$ cat src/rtl/secret_code_gen.sv
// secret_code_gen: rejection-samples LFSR output into a packed NUM_PEGS x 3-bit Mastermind secret code.
// Latency: NUM_PEGS FILL cycles with no rejects, +1 cycle per reject, NUM_PEGS*MAX_REJECT worst case.
// Backpressure: none; start is ignored while busy and the finished code is held in DONE until the next start.
// Optional feature macro: SECRET_CODE_UNIQUE_COLORS_EN (no colour may repeat within one code).
module secret_code_gen #(
   parameter int NUM_PEGS   = 4,
   parameter int NUM_COLORS = 6,
   parameter int RAND_W     = 8,
   parameter int MAX_REJECT = 8
) (
   input  logic                  clk,
   input  logic                  Reset,
   input  logic                  start,
   input  logic [RAND_W-1:0]     rand_in,
   output logic                  rand_switch,
   output logic [3*NUM_PEGS-1:0] code,
   output logic                  code_valid,
   output logic                  busy
);

   typedef enum logic [1:0] {
      IDLE = 2'd0,
      FILL = 2'd1,
      DONE = 2'd2
   } state_t;

   localparam int         IDX_W = (NUM_PEGS > 1) ? $clog2(NUM_PEGS) : 1;
   localparam int         REJ_W = (MAX_REJECT > 1) ? $clog2(MAX_REJECT) : 1;
   localparam logic [3:0] NCOL  = 4'(NUM_COLORS);

   if (NUM_COLORS < 1 || NUM_COLORS > 8) begin : g_bad_colors
      $error("secret_code_gen: NUM_COLORS must be in 1..8");
   end

   state_t                state_q, state_d;
   logic [3*NUM_PEGS-1:0] code_q, code_d;
   logic [IDX_W-1:0]      idx_q, idx_d;
   logic [REJ_W-1:0]      rej_q, rej_d;

   // The bench-facing LFSR bus is Q[8:1]; its three lowest taps (vector bits 2:0) form the candidate.
   logic [2:0] cand;
   logic       in_range;
   logic       is_dup;
   logic       accept;
   logic       force_acc;
   logic [2:0] force_val;
   logic [2:0] wr_val;
   logic       unused_rand;

   assign cand        = rand_in[2:0];
   assign unused_rand = ^rand_in[RAND_W-1:3];

`ifdef SECRET_CODE_UNIQUE_COLORS_EN
   if (NUM_COLORS < NUM_PEGS) begin : g_bad_unique
      $error("secret_code_gen: unique colours need NUM_COLORS >= NUM_PEGS");
   end

   logic [7:0] used;

   // Track colours already placed below the current index; a forced accept takes the smallest free one.
   always_comb begin
      used      = '0;
      force_val = '0;
      for (int i = 0; i < NUM_PEGS; i++) begin
         if (IDX_W'(i) < idx_q) used[code_q[3*i +: 3]] = 1'b1;
      end
      for (int k = NUM_COLORS - 1; k >= 0; k--) begin
         if (!used[k]) force_val = 3'(k);
      end
      is_dup = used[cand];
   end
`else
   // Repeats allowed; an out-of-range candidate folds back into range (c - NUM_COLORS for 6 colours).
   assign is_dup    = 1'b0;
   assign force_val = 3'(int'(cand) % NUM_COLORS);
`endif

   assign in_range  = ({1'b0, cand} < NCOL);
   assign accept    = in_range && !is_dup;
   assign force_acc = !accept && (rej_q == REJ_W'(MAX_REJECT - 1));
   assign wr_val    = accept ? cand : force_val;

   // Next-state: start (re)launches a fill from IDLE/DONE, FILL writes one peg per accepted sample.
   always_comb begin
      state_d = state_q;
      code_d  = code_q;
      idx_d   = idx_q;
      rej_d   = rej_q;
      case (state_q)
         IDLE, DONE: begin
            if (start) begin
               state_d = FILL;
               code_d  = '0;
               idx_d   = '0;
               rej_d   = '0;
            end
         end
         FILL: begin
            if (accept || force_acc) begin
               for (int i = 0; i < NUM_PEGS; i++) begin
                  if (IDX_W'(i) == idx_q) code_d[3*i +: 3] = wr_val;
               end
               rej_d = '0;
               if (idx_q == IDX_W'(NUM_PEGS - 1)) begin
                  idx_d   = '0;
                  state_d = DONE;
               end else begin
                  idx_d = idx_q + IDX_W'(1);
               end
            end else begin
               rej_d = rej_q + REJ_W'(1);
            end
         end
         default: state_d = IDLE;
      endcase
   end

   // State register with synchronous reset; a reset mid-fill discards the partial code.
   always_ff @(posedge clk) begin
      if (Reset) begin
         state_q <= IDLE;
         code_q  <= '0;
         idx_q   <= '0;
         rej_q   <= '0;
      end else begin
         state_q <= state_d;
         code_q  <= code_d;
         idx_q   <= idx_d;
         rej_q   <= rej_d;
      end
   end

   assign code        = code_q;
   assign code_valid  = (state_q == DONE);
   assign busy        = (state_q == FILL);
   assign rand_switch = (state_q == FILL);

endmodule

$ cat config.mk
export PLATFORM = sky130hd
export DESIGN_NAME = secret_code_gen
export DESIGN_NICKNAME = d
export VERILOG_FILES = /design/src/rtl/secret_code_gen.sv
export SDC_FILE = /design/constraint.sdc
export NUM_CORES = 1
export LEC_CHECK = 0
export ABC_AREA = 0
export CAP_MARGIN = 10
export CORE_MARGIN = 2
export CORE_UTILIZATION = 48
export CTS_BUF_LIST = sky130_fd_sc_hd__clkbuf_2
export DETAILED_ROUTE_END_ITERATION = 6
export PLACE_DENSITY = 0.91
export SYNTH_ARGS = -nofsm -noshare
export SYNTH_HDL_FRONTEND = slang
export SYNTH_SLANG_ARGS = --single-unit
$ cat constraint.sdc
create_clock -name clk -period 2.4 [get_ports clk]
set_clock_uncertainty 0.1 [all_clocks]
set_input_delay 0.48 -clock clk [delete_from_list [all_inputs] [get_ports clk]]
set_output_delay 0.48 -clock clk [all_outputs]
set_load 0.01 [all_outputs]
## Word-level counts from Yosys, hierarchy flattened

Cells that the tools add are included.

| cells by class | value |
|---|---|
| $add $sub $neg | 2 |
| $mul | 0 |
| div/mod/pow operators | 1 |
| $lt $le $gt $ge | 1 |
| equality and inequality tests | 14 |
| shift operators | 0 |
| mux-type cells | 19 |
| bitwise logic cells | 0 |
| reductions and logical operators | 14 |

Operators by type and width:

| operator | count |
|---|---|
| $mod A4 B4 Y32 const B | 1 |
| $mux W12 | 2 |
| $pmux W12 S2 | 1 |
| $mux W3 | 7 |
| $reduce_and A4 Y1 | 4 |
| $mux W2 | 6 |
| $ne A2 B1 Y1 const B | 6 |
| $pmux W2 S2 | 2 |
| $pmux W3 S2 | 1 |
| $reduce_and A3 Y1 | 2 |
| $eq A2 B2 Y1 const A | 2 |
| $eq A2 B2 Y1 const B | 2 |
| $logic_not A2 Y1 | 2 |
| $add A3 B1 Y3 const B | 1 |
| $eq A3 B3 Y1 const B | 1 |
| $lt A3 B3 Y1 const B | 1 |
| $add A2 B1 Y2 const B | 1 |
| $eq A1 B2 Y1 const A | 1 |
| $eq A2 B1 Y1 const B | 1 |
| $ne A2 B2 Y1 const B | 1 |
| $reduce_and A2 Y1 | 1 |
| $reduce_bool A2 Y1 | 1 |
| $reduce_or A2 Y1 | 1 |
| $logic_and A1 B1 Y1 | 1 |
| other kinds (2) | 2 |

| word-level totals | value |
|---|---|
| flip-flop bits (word level) | 19 |
| latch bits | 0 |
| bits in writable memories | 0 |
| bits in read-only memories | 0 |
| output and inout port bits | 15 |
| word-level logic and storage cells | 58 |
| memories | 0 |

## Logic depth before layout (Yosys ltp)

| depth | value |
|---|---|
| word-level depth | 6 |
| depth in mapped cells | 6 |

## Worst setup path after synthesis

No wires, ideal clock.

| path | value |
|---|---|
| kind | register to register |
| start point | reg rej_q[0] |
| end point | reg code_q[1], in the netlist code[1] |
| setup time | 72 ps |
| arrival | 1,661 ps |
| required time | 2,228 ps |
| setup slack | 567 ps |
| cell stages (with the launch flop) | 7 |
| path buffers | 1 |
| cell sequence | dfxtp_1 > ha_1 > ha_1 > and3b_1 > buf_2 > a221oi_1 > mux2i_1 |

| between the ends | value |
|---|---|
| cells in the longest elaborated chain, start to end | 5 |

Ends and longest elaborated chain:

| item | line | source |
|---|---|---|
| from (decl) | 38 | `logic [REJ_W-1:0] rej_q, rej_d;` |
| from (signal assigned) | 129 | `rej_q <= rej_d;` |
| $eq A3 B3 Y1 | 80 | `assign force_acc = !accept && (rej_q == REJ_W'(MAX_REJECT - 1));` |
| $logic_and A1 B1 Y1 | 80 |  |
| $logic_or A1 B1 Y1 | 99 | `if (accept \|\| force_acc) begin` |
| $ne A2 B1 Y1 (no source line) | -- |  |
| $reduce_and A4 Y1 (no source line) | -- |  |
| to (signal assigned) | 127 | `code_q <= code_d;` |
| to (decl) | 36 | `logic [3*NUM_PEGS-1:0] code_q, code_d;` |

No other way between the ends.
A chain may end at the register's enable or synchronous reset.

## Worst setup path in the final report

| path | value |
|---|---|
| start point | reg state_q[0] |
| end point | out rand_switch |

| between the ends | value |
|---|---|
| cells in the longest elaborated chain, start to end | 1 |

Ends and longest elaborated chain:

| item | line | source |
|---|---|---|
| from (decl) | 35 | `state_t state_q, state_d;` |
| from (signal assigned) | 126 | `state_q <= state_d;` |
| $eq A2 B1 Y1 | 136 | `assign rand_switch = (state_q == FILL);` |
| to (decl) | 15 | `output logic rand_switch,` |

No other way between the ends.

==> out/qor.txt <==
Top delay family on crit path: buffers and inverters
root buf cell: clkbuf_2
Yosys top cell by area: dfxtp_1
postcts setup bufs: 0
post-CTS sizing: 0
register area share after synthesis: 0.4092
Slew @ Worst Pin: 0.4192 ns
port bufs: 20
top post-synthesis cells by area: dfxtp_1 (41%), mux2i_1 (9.7%), nand2b_1 (9.4%)
RSZ-0062 raised after global routing: no
Max Cap Viol: 0
Inserted Clock Buffers: 3
met1 GRT Util: 0.2512
Top Usage Layer GRT: met2
count of cell types in the netlist: 26
total clock sinks: 19
Tot GR Track Use: 0.2009
drt via density: 5.607
core area: 1783 um^2
effective utilization at floorplan: 0.5214
drt first pass iters: 4
number of global-route vias before repair: 749
insertion delay to the later sink of the worst-skew pair: 0.30 ns
sequential power share: 0.582
Startpoint Class: register
Slew HR: 0.7205
Ports: 26
Leak: 0.4590 nW
largest net degree at the start of global routing: 17
P_sw: 0.0001558 W
antenna violations before repair: 0
fin crit period: 2.128 ns
outcome: complete, no violations
Net Count, Synth: 114
crit-path max FO: 7
worst hold path class: reg -> reg
H-tree levels: 1
Final Hold Vio Count: 0
Worst Path Arrival: 1.55 ns
deepest clock path buffer count: 2
Clock transition at path regs: 0.17 ns
CP max-delay cell: clkdlybuf4s50_1
Critical Path End Type: primary output
post-synthesis cell area: 929.6 um^2
Synth top area share: 0.4092
Final period util: 0.8868
drt drc: 0
Mean Syn Cell Area: 9.584 um^2
Worst Path Buf+Inv: 2
Net Sw Frac: 0.2740
Std-Cell Rows: 15
f_max: 469.9 MHz
peak supply drop: 0.0003422 V
hpwl dp: 1585 um
share of layout cells above drive strength 1: 0.09167
FF+latch count, synth: 19
Die Y: 48.01 um
synthesis warning total: 0
total die area: 2305 um^2
met2 Usage GRT: 0.3573
kind of critical path: reg -> out
Detail Route Antenna Nets: 0
Final Setup Violations: 0
total number of vias: 813
smallest hold slack: 0.3835 ns
worst-path cell chain: nand2b_1 -> inv_1 -> clkdlybuf4s50_1
fin nets: 138
P per Cell Area: 477.0 nW/um^2
P&R area growth vs syn: 28.26%
Int Power: 0.0004129 W
Starting DRT DRC Count: 10
Worst path max stage delay: 0.53 ns
CTS tree: done
first-pass GRT wire length: 3243 um
Final Max Tran Viols: 0
cts hold-fix bufs: 0
Die Wd: 48.01 um
GP Congestion: 0.7780
GRT met3 Usage: 0.02264
part of the power in the clock network: 0.236
Wirelength per Cell: 14.22 um
Logic pwr share: 0.182
grt total ovfl: 0
Mapped Cells: 97
number of diodes: 0
Routed WL: 2062 um
Critical Path RT: 1.82 ns
total negative slack: 0 ns
## flip-flops by register name (all words and copies together) (netlist names)
name     flops
rej_q        3
state_q      2
idx_q        2
code        12
## metal layers
layer	vias up	share of wire
met5	-	0
met1	388	0.45
met4	0	0.012
li1	395	-
met3	4	0.036
met2	26	0.50
## worst paths after layout
path / start / end / slack (ns) / cells past startpoint
setup / recovery: state_q[0] / rand_switch / 0.27 / 3
hold / removal: code[8] / code[8] / 0.38 / 2
setup reg to reg: rej_q[0] / code[1] / 0.58 / 6
hold reg to reg: code[8] / code[8] / 0.38 / 2
## worst reg2reg max path, stage by stage (launching register included)
cell and delay [ns]:
dfxtp_1 0.40, ha_1 0.16, ha_1 0.14, and3b_1 0.23, a221oi_1 0.32, buf_4 0.19, mux2i_1 0.21
## placed cells by master, fill, tap and decap left out, drive strengths merged
master and count:
ha 6, and3b 1, nand2b 14, clkdlybuf4s50 20
nand3b 4, nor2 2, or3 1, clkbuf 3
o21ai 1, nand3 6, a32oi 1, nand2 1
or4b 2, a21oi 7, nor2b 1, o311ai 1
mux2i 9, o22ai 2, nor3 1, nand4 2
a221oi 3, dfxtp 19, clkinv 1, o211ai 2
buf 6, inv 4
## cells by family (layout without fill, tap and decap cells)
kind of cell,count (synthesis),after routing,synth area share
compound gates,17,17,0.1265
fa+ha+maj,6,6,0.08075
buf+inv,11,34,0.05248
flops,19,19,0.4091
mux,9,9,0.09691
simple gates,35,35,0.2342
## cells in the mapped netlist, drive strengths merged
master  number
mux2i        9
inv          4
nor2         2
o211ai       2
a21oi        7
a221oi       3
nand3b       4
or4b         2
nand4        2
buf          4
nor2b        1
nand2b      14
ha           6
and3b        1
nand3        6
nand2        1
nor3         1
o311ai       1
o21ai        1
or3          1
o22ai        2
dfxtp       19
a32oi        1
clkbuf       3
## power by group through the flow
| stage | Combinational [W] | Sequential (W) | Clock (W) |
|---|---|---|---|
| finish | 0.000104 | 0.000331 | 0.000134 |
| global route | 0.000112 | 0.000332 | 0.000154 |
| CTS | 0.000103 | 0.000331 | 0.000138 |
| detailed placement | 0.000103 | 0.000338 | 0 |
| global placement | 0.000100 | 0.000336 | 0 |
| floorplan | 0.0000585 | 0.000338 | 0 |
## per-stage QoR
| step | area, um^2 | std cells | power, W | utilization | setup WS, ns |
|---|---|---|---|---|---|
| 3_3_place_gp | 1172 | 141 | 0.0004365 | 0.6575 | 0.3643 |
| 2_1_floorplan | 929.6 | 97 | 0.0003964 | - | 0.5669 |
| 3_5_place_dp | 1172 | 141 | 0.0004404 | 0.6575 | 0.2914 |
| 6_report | 1192 | 145 | 0.0005688 | 0.6688 | 0.2718 |
| 5_1_grt | 1192 | 145 | 0.0005979 | 0.6688 | 0.1456 |
| 4_1_cts | 1192 | 145 | 0.0005720 | 0.6688 | 0.2527 |
## layout make-up
type                            instances  area [um^2]
Sequential cell                        19        380.4
Timing Repair Buffer                   26        245.2
Multi-Input combinational cell         67        500.5
Fill cell                             142        590.6
Clock inverter                          1        5.005
Clock buffer                            3        15.01
Tap cell                               25        31.28
Inverter                                4        15.01
(Power assumes the default switching activity.)
